[config.mk]
export PLATFORM = sky130hd
export DESIGN_NAME = apb_intercon_rr
export DESIGN_NICKNAME = d
export VERILOG_FILES = /design/src/rtl/apb_intercon_rr.sv
export SDC_FILE = /design/constraint.sdc
export NUM_CORES = 1
export LEC_CHECK = 0
export BUFFER_PORTS_ARGS = -buffer_cell sky130_fd_sc_hd__buf_2
export CAP_MARGIN = 20
export CORE_MARGIN = 5
export CORE_UTILIZATION = 43
export CTS_CLUSTER_SIZE = 30
export DETAILED_ROUTE_END_ITERATION = 7
export MAX_ROUTING_LAYER = met4
export PLACE_DENSITY = 0.86
export SYNTH_ARGS = -nofsm -noshare
export SYNTH_HDL_FRONTEND = slang
export SYNTH_SLANG_ARGS = --single-unit
[constraint.sdc]
create_clock -name clk -period 2 [get_ports clk]
set_input_delay 0.1 -clock clk [delete_from_list [all_inputs] [get_ports clk]]
set_output_delay 0.1 -clock clk [all_outputs]
set_load 0.01 [all_outputs]
[src/rtl/apb_intercon_rr.sv]
// apb_intercon_rr: round-robin multi-master APB interconnect with address decode, error completion and timeout
module apb_intercon_rr #(
  parameter int BUS_WIDTH    = 16,
  parameter int MASTER_PORTS = 2,
  parameter int SLAVE_PORTS  = 4,
  parameter logic [SLAVE_PORTS*BUS_WIDTH-1:0] SLAVE_BASE  = {16'hB0, 16'hA0, 16'h90, 16'h80},
  parameter logic [SLAVE_PORTS*BUS_WIDTH-1:0] SLAVE_LIMIT = {16'hB1, 16'hAF, 16'h9F, 16'h8F},
  parameter int TIMEOUT      = 64
) (
  input  logic                           clk,
  input  logic                           reset,
  input  logic [MASTER_PORTS*BUS_WIDTH-1:0] S_PADDR,
  input  logic [MASTER_PORTS-1:0]        S_PWRITE,
  input  logic [MASTER_PORTS-1:0]        S_PSELx,
  input  logic [MASTER_PORTS-1:0]        S_PENABLE,
  input  logic [MASTER_PORTS*BUS_WIDTH-1:0] S_PWDATA,
  output logic [MASTER_PORTS*BUS_WIDTH-1:0] S_PRDATA,
  output logic [MASTER_PORTS-1:0]        S_PREADY,
  output logic [MASTER_PORTS-1:0]        S_PSLVERR,
  output logic [BUS_WIDTH-1:0]           M_PADDR,
  output logic                           M_PWRITE,
  output logic [SLAVE_PORTS-1:0]         M_PSELx,
  output logic                           M_PENABLE,
  output logic [BUS_WIDTH-1:0]           M_PWDATA,
  input  logic [BUS_WIDTH-1:0]           M_PRDATA,
  input  logic                           M_PREADY,
  input  logic                           M_PSLVERR
);
  localparam int GW = MASTER_PORTS > 1 ? $clog2(MASTER_PORTS) : 1;
  localparam int CW = TIMEOUT > 0 ? $clog2(TIMEOUT + 1) : 1;

  typedef enum logic [1:0] {IDLE, SETUP, ACCESS} state_t;

  state_t                 r_state, w_next;
  logic [GW-1:0]          r_gnt, r_rr, w_gnt;
  logic [CW-1:0]          r_cnt;
  logic                   r_unmapped;
  logic [BUS_WIDTH-1:0]   w_addr;
  logic [SLAVE_PORTS-1:0] w_sel;
  logic                   w_tmo, w_ok, w_done;
  logic                   w_unused;

  assign w_unused = ^S_PENABLE;

  // Walk downward so the last hit is the first requester at or above the pointer.
  always_comb begin
    logic [GW-1:0] idx;
    idx   = r_rr;
    w_gnt = r_rr;
    for (int i = MASTER_PORTS - 1; i >= 0; i--) begin
      idx = GW'((int'(r_rr) + i) % MASTER_PORTS);
      if (S_PSELx[idx]) w_gnt = idx;
    end
  end

  assign w_addr = S_PADDR[w_gnt*BUS_WIDTH +: BUS_WIDTH];

  always_comb begin
    w_sel = '0;
    for (int i = SLAVE_PORTS - 1; i >= 0; i--)
      if (w_addr >= SLAVE_BASE[i*BUS_WIDTH +: BUS_WIDTH] && w_addr <= SLAVE_LIMIT[i*BUS_WIDTH +: BUS_WIDTH])
        w_sel = SLAVE_PORTS'(1) << i;
  end

  assign w_tmo  = TIMEOUT > 0 && r_cnt == CW'(TIMEOUT - 1);
  assign w_ok   = M_PREADY && !r_unmapped;
  assign w_done = r_state == ACCESS && (M_PREADY || r_unmapped || w_tmo);

  always_ff @(posedge clk or negedge reset) begin
    if (!reset) r_state <= IDLE;
    else r_state <= w_next;
  end

  always_comb begin
    w_next = r_state;
    case (r_state)
      IDLE:    w_next = |S_PSELx ? SETUP : IDLE;
      SETUP:   w_next = ACCESS;
      ACCESS:  w_next = w_done ? IDLE : ACCESS;
      default: w_next = IDLE;
    endcase
  end

  always_ff @(posedge clk or negedge reset) begin
    if (!reset) begin
      r_rr       <= '0;
      r_gnt      <= '0;
      r_cnt      <= '0;
      r_unmapped <= 1'b0;
      M_PADDR    <= '0;
      M_PWRITE   <= 1'b0;
      M_PWDATA   <= '0;
      M_PSELx    <= '0;
      M_PENABLE  <= 1'b0;
    end else if (r_state == IDLE && |S_PSELx) begin
      r_gnt      <= w_gnt;
      r_rr       <= w_gnt == GW'(MASTER_PORTS - 1) ? '0 : w_gnt + 1'b1;
      M_PADDR    <= w_addr;
      M_PWRITE   <= S_PWRITE[w_gnt];
      M_PWDATA   <= S_PWDATA[w_gnt*BUS_WIDTH +: BUS_WIDTH];
      M_PSELx    <= w_sel;
      r_unmapped <= ~|w_sel;
    end else if (r_state == SETUP) begin
      M_PENABLE  <= 1'b1;
    end else if (w_done) begin
      M_PSELx    <= '0;
      M_PENABLE  <= 1'b0;
      r_cnt      <= '0;
    end else if (r_state == ACCESS && !M_PREADY) begin
      r_cnt      <= r_cnt + 1'b1;
    end
  end

  // Unmapped and timed-out transfers return zero data with an error.
  always_comb begin
    S_PREADY  = '0;
    S_PSLVERR = '0;
    S_PRDATA  = '0;
    if (w_done) begin
      S_PREADY[r_gnt]                         = 1'b1;
      S_PSLVERR[r_gnt]                        = w_ok ? M_PSLVERR : 1'b1;
      S_PRDATA[r_gnt*BUS_WIDTH +: BUS_WIDTH]  = w_ok ? M_PRDATA : '0;
    end
  end
endmodule
==> parameters.txt <==
Parameter                              Value

Min path
  Start point of the worst hold path    S_PWDATA[10]
  Worst hold path type    input pin to flip-flop
  Worst Hold Endpoint    M_PWDATA[10]$_DFFE_PN0P_
  Worst hold path stage count    3

Power and ir drop
  Overall power    between 4 and 5 mW
  Power per cell area    ~1100 nW/um^2
  Share of total power in combinational logic    0.494
  Cell-internal power    ~2.5 mW
  Leakage power    ~2.0 nW
  Share of total power in sequential cells    0.375
  P_sw    1.86 mW
  Clock power frac    0.130
  Switching share of total power    0.426
  Worst IR Drop VDD    ~700 uV

Die
  Die Footprint    7840 sq um
  Count of pins on the block boundary    164
  Total core area    a little under 6000 sq um
  Die height    between 80 and 90 um
  Row count    28
  Die X-Extent    approximately 89 um
  Initial core utilization    0.446

Logic synthesis
  Post-synth EDFFs    0
  Synth top area cells    sky130_fd_sc_hd__dfrtp_1 (47%), sky130_fd_sc_hd__nand2_1 (11%), sky130_fd_sc_hd__mux2i_1 (6.4%), sky130_fd_sc_hd__a32oi_1 (5.6%), sky130_fd_sc_hd__nor2_1 (4.5%)
  Most common cell in the netlist    sky130_fd_sc_hd__nand2_1
  Flip-flop and latch count after synthesis    50
  Predominant post-synthesis flop cell    sky130_fd_sc_hd__dfrtp_1
  Synth Net Count    around 400
  Distinct cell type count of the synthesized netlist    37
  List of most frequent post-synthesis cells    sky130_fd_sc_hd__nand2_1 (78), sky130_fd_sc_hd__dfrtp_1 (50), sky130_fd_sc_hd__nor2_1 (32), sky130_fd_sc_hd__o21ai_0 (22), sky130_fd_sc_hd__nor3_1 (20)
  Proportion of netlist area held by the largest area contributor    0.471
  Number of warnings printed during yosys synthesis    0
  Cell type with the largest total area after synthesis    sky130_fd_sc_hd__dfrtp_1
  Mean instance size in the synthesized netlist    8.64 sq um
  Mapped Area    2650 sq um
  Sequential share of the synthesized area    0.471
  Share of synthesized registers carrying an async set or reset    1.00
  Gate Count Post-Synth    just over 300

Placement
  Placer's final routability congestion estimate    roughly 0.90
  DP HPWL    approximately 6.4 mm
  Port-buffer cells    161

Outcome
  Outcome    finished with violations
  Violated checks    negative setup slack

STA
  Final number of setup-violating endpoints    1
  RSZ-0062 raised after global routing    true
  Shortest clock period the worst path allows after layout    around 2 ns
  Final setup TNS    -0.0318 ns
  Final worst slack    -0.0318 ns
  Headroom to the max-slew limit    0.618
  Number of hold violations in the final report    0
  Worst Skew    ~0.013 ns
  Highest clock rate    around 0.49 GHz
  Ratio of final minimum period to clock period    1.02
  Worst-margin pin slew    approximately 0.57 ns
  Max-slew violation count    0

Worst setup path
  Largest delay contributor family on the critical path    simple AND/OR/NAND/NOR gates
  Kind of end point of the critical path    output port
  Crit path buffers/inverters    1
  Reg-to-Reg End    M_PSELx[0]$_DFFE_PN0P_
  Cell-by-cell listing of the critical path    ha_4, nand3_4, o31ai_4, and2_4, nand2_8, nor2_1, buf_2
  Startpoint types    flip-flop
  Data required, critical path    1.90 ns
  Source of the worst register-to-register timing path    r_cnt[0]$_DFFE_PN0P_
  Largest fanout on the critical path    18
  R2R setup slack    between 0.15 and 0.2 ns
  Maximum cell stage delay along the critical path    around 0.40 ns
  R2R depth    8
  Setup CP Type    flip-flop to output port
  Crit path DAT    just under 2 ns
  Worst-path cell with the longest stage delay    sky130_fd_sc_hd__dfrtp_1

CTS
  Root cell of the clock tree    sky130_fd_sc_hd__clkbuf_8
  Clock buffers created by TritonCTS    5
  Clock tree from TritonCTS    done
  Insertion delay to the later sink of the worst-skew pair    around 0.30 ns
  Number of buffers on the longest clock path    2
  Reg clk slew, reported paths    roughly 0.090 ns
  Count of clock tree sinks    50
  Maximum level of the CTS H-tree    2

Routing
  Number of antenna-violating nets in the routed design    0
  Number of DRC violations after detailed-routing iteration 0    98
  Met3 wire len    just under 800 um
  Vias    ~2900
  Via-to-Cell Ratio    5.23
  Met2 Wirelength    4.36 mm
  DRC errors left    0
  Routed length on met1    roughly 3 mm
  1st-pass router iterations    4
  Routed length per placed instance    approximately 15 um
  Total wire length    8.38 mm
  Highest metal layer used by the detailed router    met4

Global routing
  GRT Total Usage    0.210
  Pin count of the biggest net entering global routing    37
  Global-route wire length before repair    ~13 mm
  Global route total overflow    0
  Initial antenna violation count    0
  Vias in the first global route    about 2800

Final layout
  Count of inserted antenna diode cells    0
  Fraction of final layout cells with drive strength greater than 1    0.452
  Post-layout util    0.663
  Total number of nets in the final design    569
  Layout Area Growth over Synthesis    48.8%

Job
  Maxcap violations    0
tightest hold or removal path, cell delays in order:
cell and delay [ns]:
sky130_fd_sc_hd__buf_2 0.07, sky130_fd_sc_hd__a32oi_1 0.04, sky130_fd_sc_hd__nand2_1 0.06
power by group through the flow:
stage	Clock, mW	Sequential (mW)	Combinational [mW]
4_1_cts	0.588	1.63	2.03
6_report	0.568	1.64	2.16
5_1_grt	0.639	1.70	2.38
3_3_place_gp	0	1.63	1.92
3_5_place_dp	0	1.64	2.00
2_1_floorplan	0	1.77	1.07
placed cells by master (no fill, tap or decap), types with 3 or more instances in the layout:
cell and instances:
sky130_fd_sc_hd__nor2_4 6, sky130_fd_sc_hd__and3_1 3, sky130_fd_sc_hd__dlygate4sd3_1 6, sky130_fd_sc_hd__nor2_1 22, sky130_fd_sc_hd__buf_2 155, sky130_fd_sc_hd__nand2_1 77, sky130_fd_sc_hd__inv_1 6, sky130_fd_sc_hd__nor2_2 4
sky130_fd_sc_hd__nor4_1 4, sky130_fd_sc_hd__nand3_1 7, sky130_fd_sc_hd__mux2i_1 17, sky130_fd_sc_hd__nor3_2 6, sky130_fd_sc_hd__o21ai_0 21, sky130_fd_sc_hd__buf_4 16, sky130_fd_sc_hd__a32oi_1 17, sky130_fd_sc_hd__buf_6 6
sky130_fd_sc_hd__nor3_1 14, sky130_fd_sc_hd__dfrtp_1 50, sky130_fd_sc_hd__clkbuf_8 5
cell type report:
cell class / instances / area, sq um
repair buffers: 186 / 1090
inverters: 6 / 22.5
clock buffers: 5 / 68.8
clock inverters: 2 / 13.8
fillers: 481 / 2010
multi-input cells: 229 / 1410
well taps: 75 / 93.8
flip-flops and latches: 50 / 1250
layer usage:
layer	up-vias	GRT usage
li1	1409	-
met1	1320	0.220
met2	141	0.392
met3	20	0.0382
met4	0	0.0755
met5	-	-
how the worst max path moves through the flow:
stage                    startpoint           end  slack, ns  cells past startpoint
2_1_floorplan  r_cnt[0]$_DFFE_PN0P_  S_PRDATA[23]       0.35                      8
3_3_place_gp   r_cnt[0]$_DFFE_PN0P_   S_PRDATA[2]       0.27                      7
3_5_place_dp   r_cnt[0]$_DFFE_PN0P_  S_PRDATA[12]       0.19                      7
4_1_cts        r_cnt[0]$_DFFE_PN0P_  S_PRDATA[20]      0.005                      7
5_1_grt        r_cnt[0]$_DFFE_PN0P_  S_PRDATA[24]      -0.15                      7
6_report       r_cnt[0]$_DFFE_PN0P_  S_PRDATA[24]      -0.03                      7
stage by stage:
step                hold slack, ns  cells  cell area, sq um  setup slack, ns
detailed placement           0.120    533              3560            0.189
CTS                        0.00281    549              3740          0.00525
floorplan                   -0.196    307              2650            0.354
global placement             0.103    533              3560            0.274
global route                0.0160    553              3950           -0.147
finish                      0.0113    553              3950          -0.0318
kinds of logic (layout without fill, tap and decap cells):
kind of cell	Yosys count	in the layout	share of synthesized area
compound gates	50	50	0.132
buf+inv	28	199	0.0528
xor+xnor	4	4	0.0132
mux	19	19	0.0726
flops	50	50	0.471
fa+ha+maj	1	1	0.00471
simple gates	155	155	0.254
flip-flops by register name, summed over array words and instances (netlist names):
register,count
M_PWDATA,16
r_state,2
r_cnt,7
M_PENABLE,1
r_rr,1
M_PADDR,16
r_unmapped,1
M_PWRITE,1
M_PSELx,4
r_gnt,1
timing repair:
action | CTS | global route
gates resized for setup | 6 | 32
gates cloned | 0 | 1
hold buffers | 6 | 0
pin swaps | 0 | 3
hold endpoints to repair | 27 | 0
endpoints found under the setup margin | 35 | 36
buffers inserted | 3 | 3
Power figures use the tool's default switching activity.
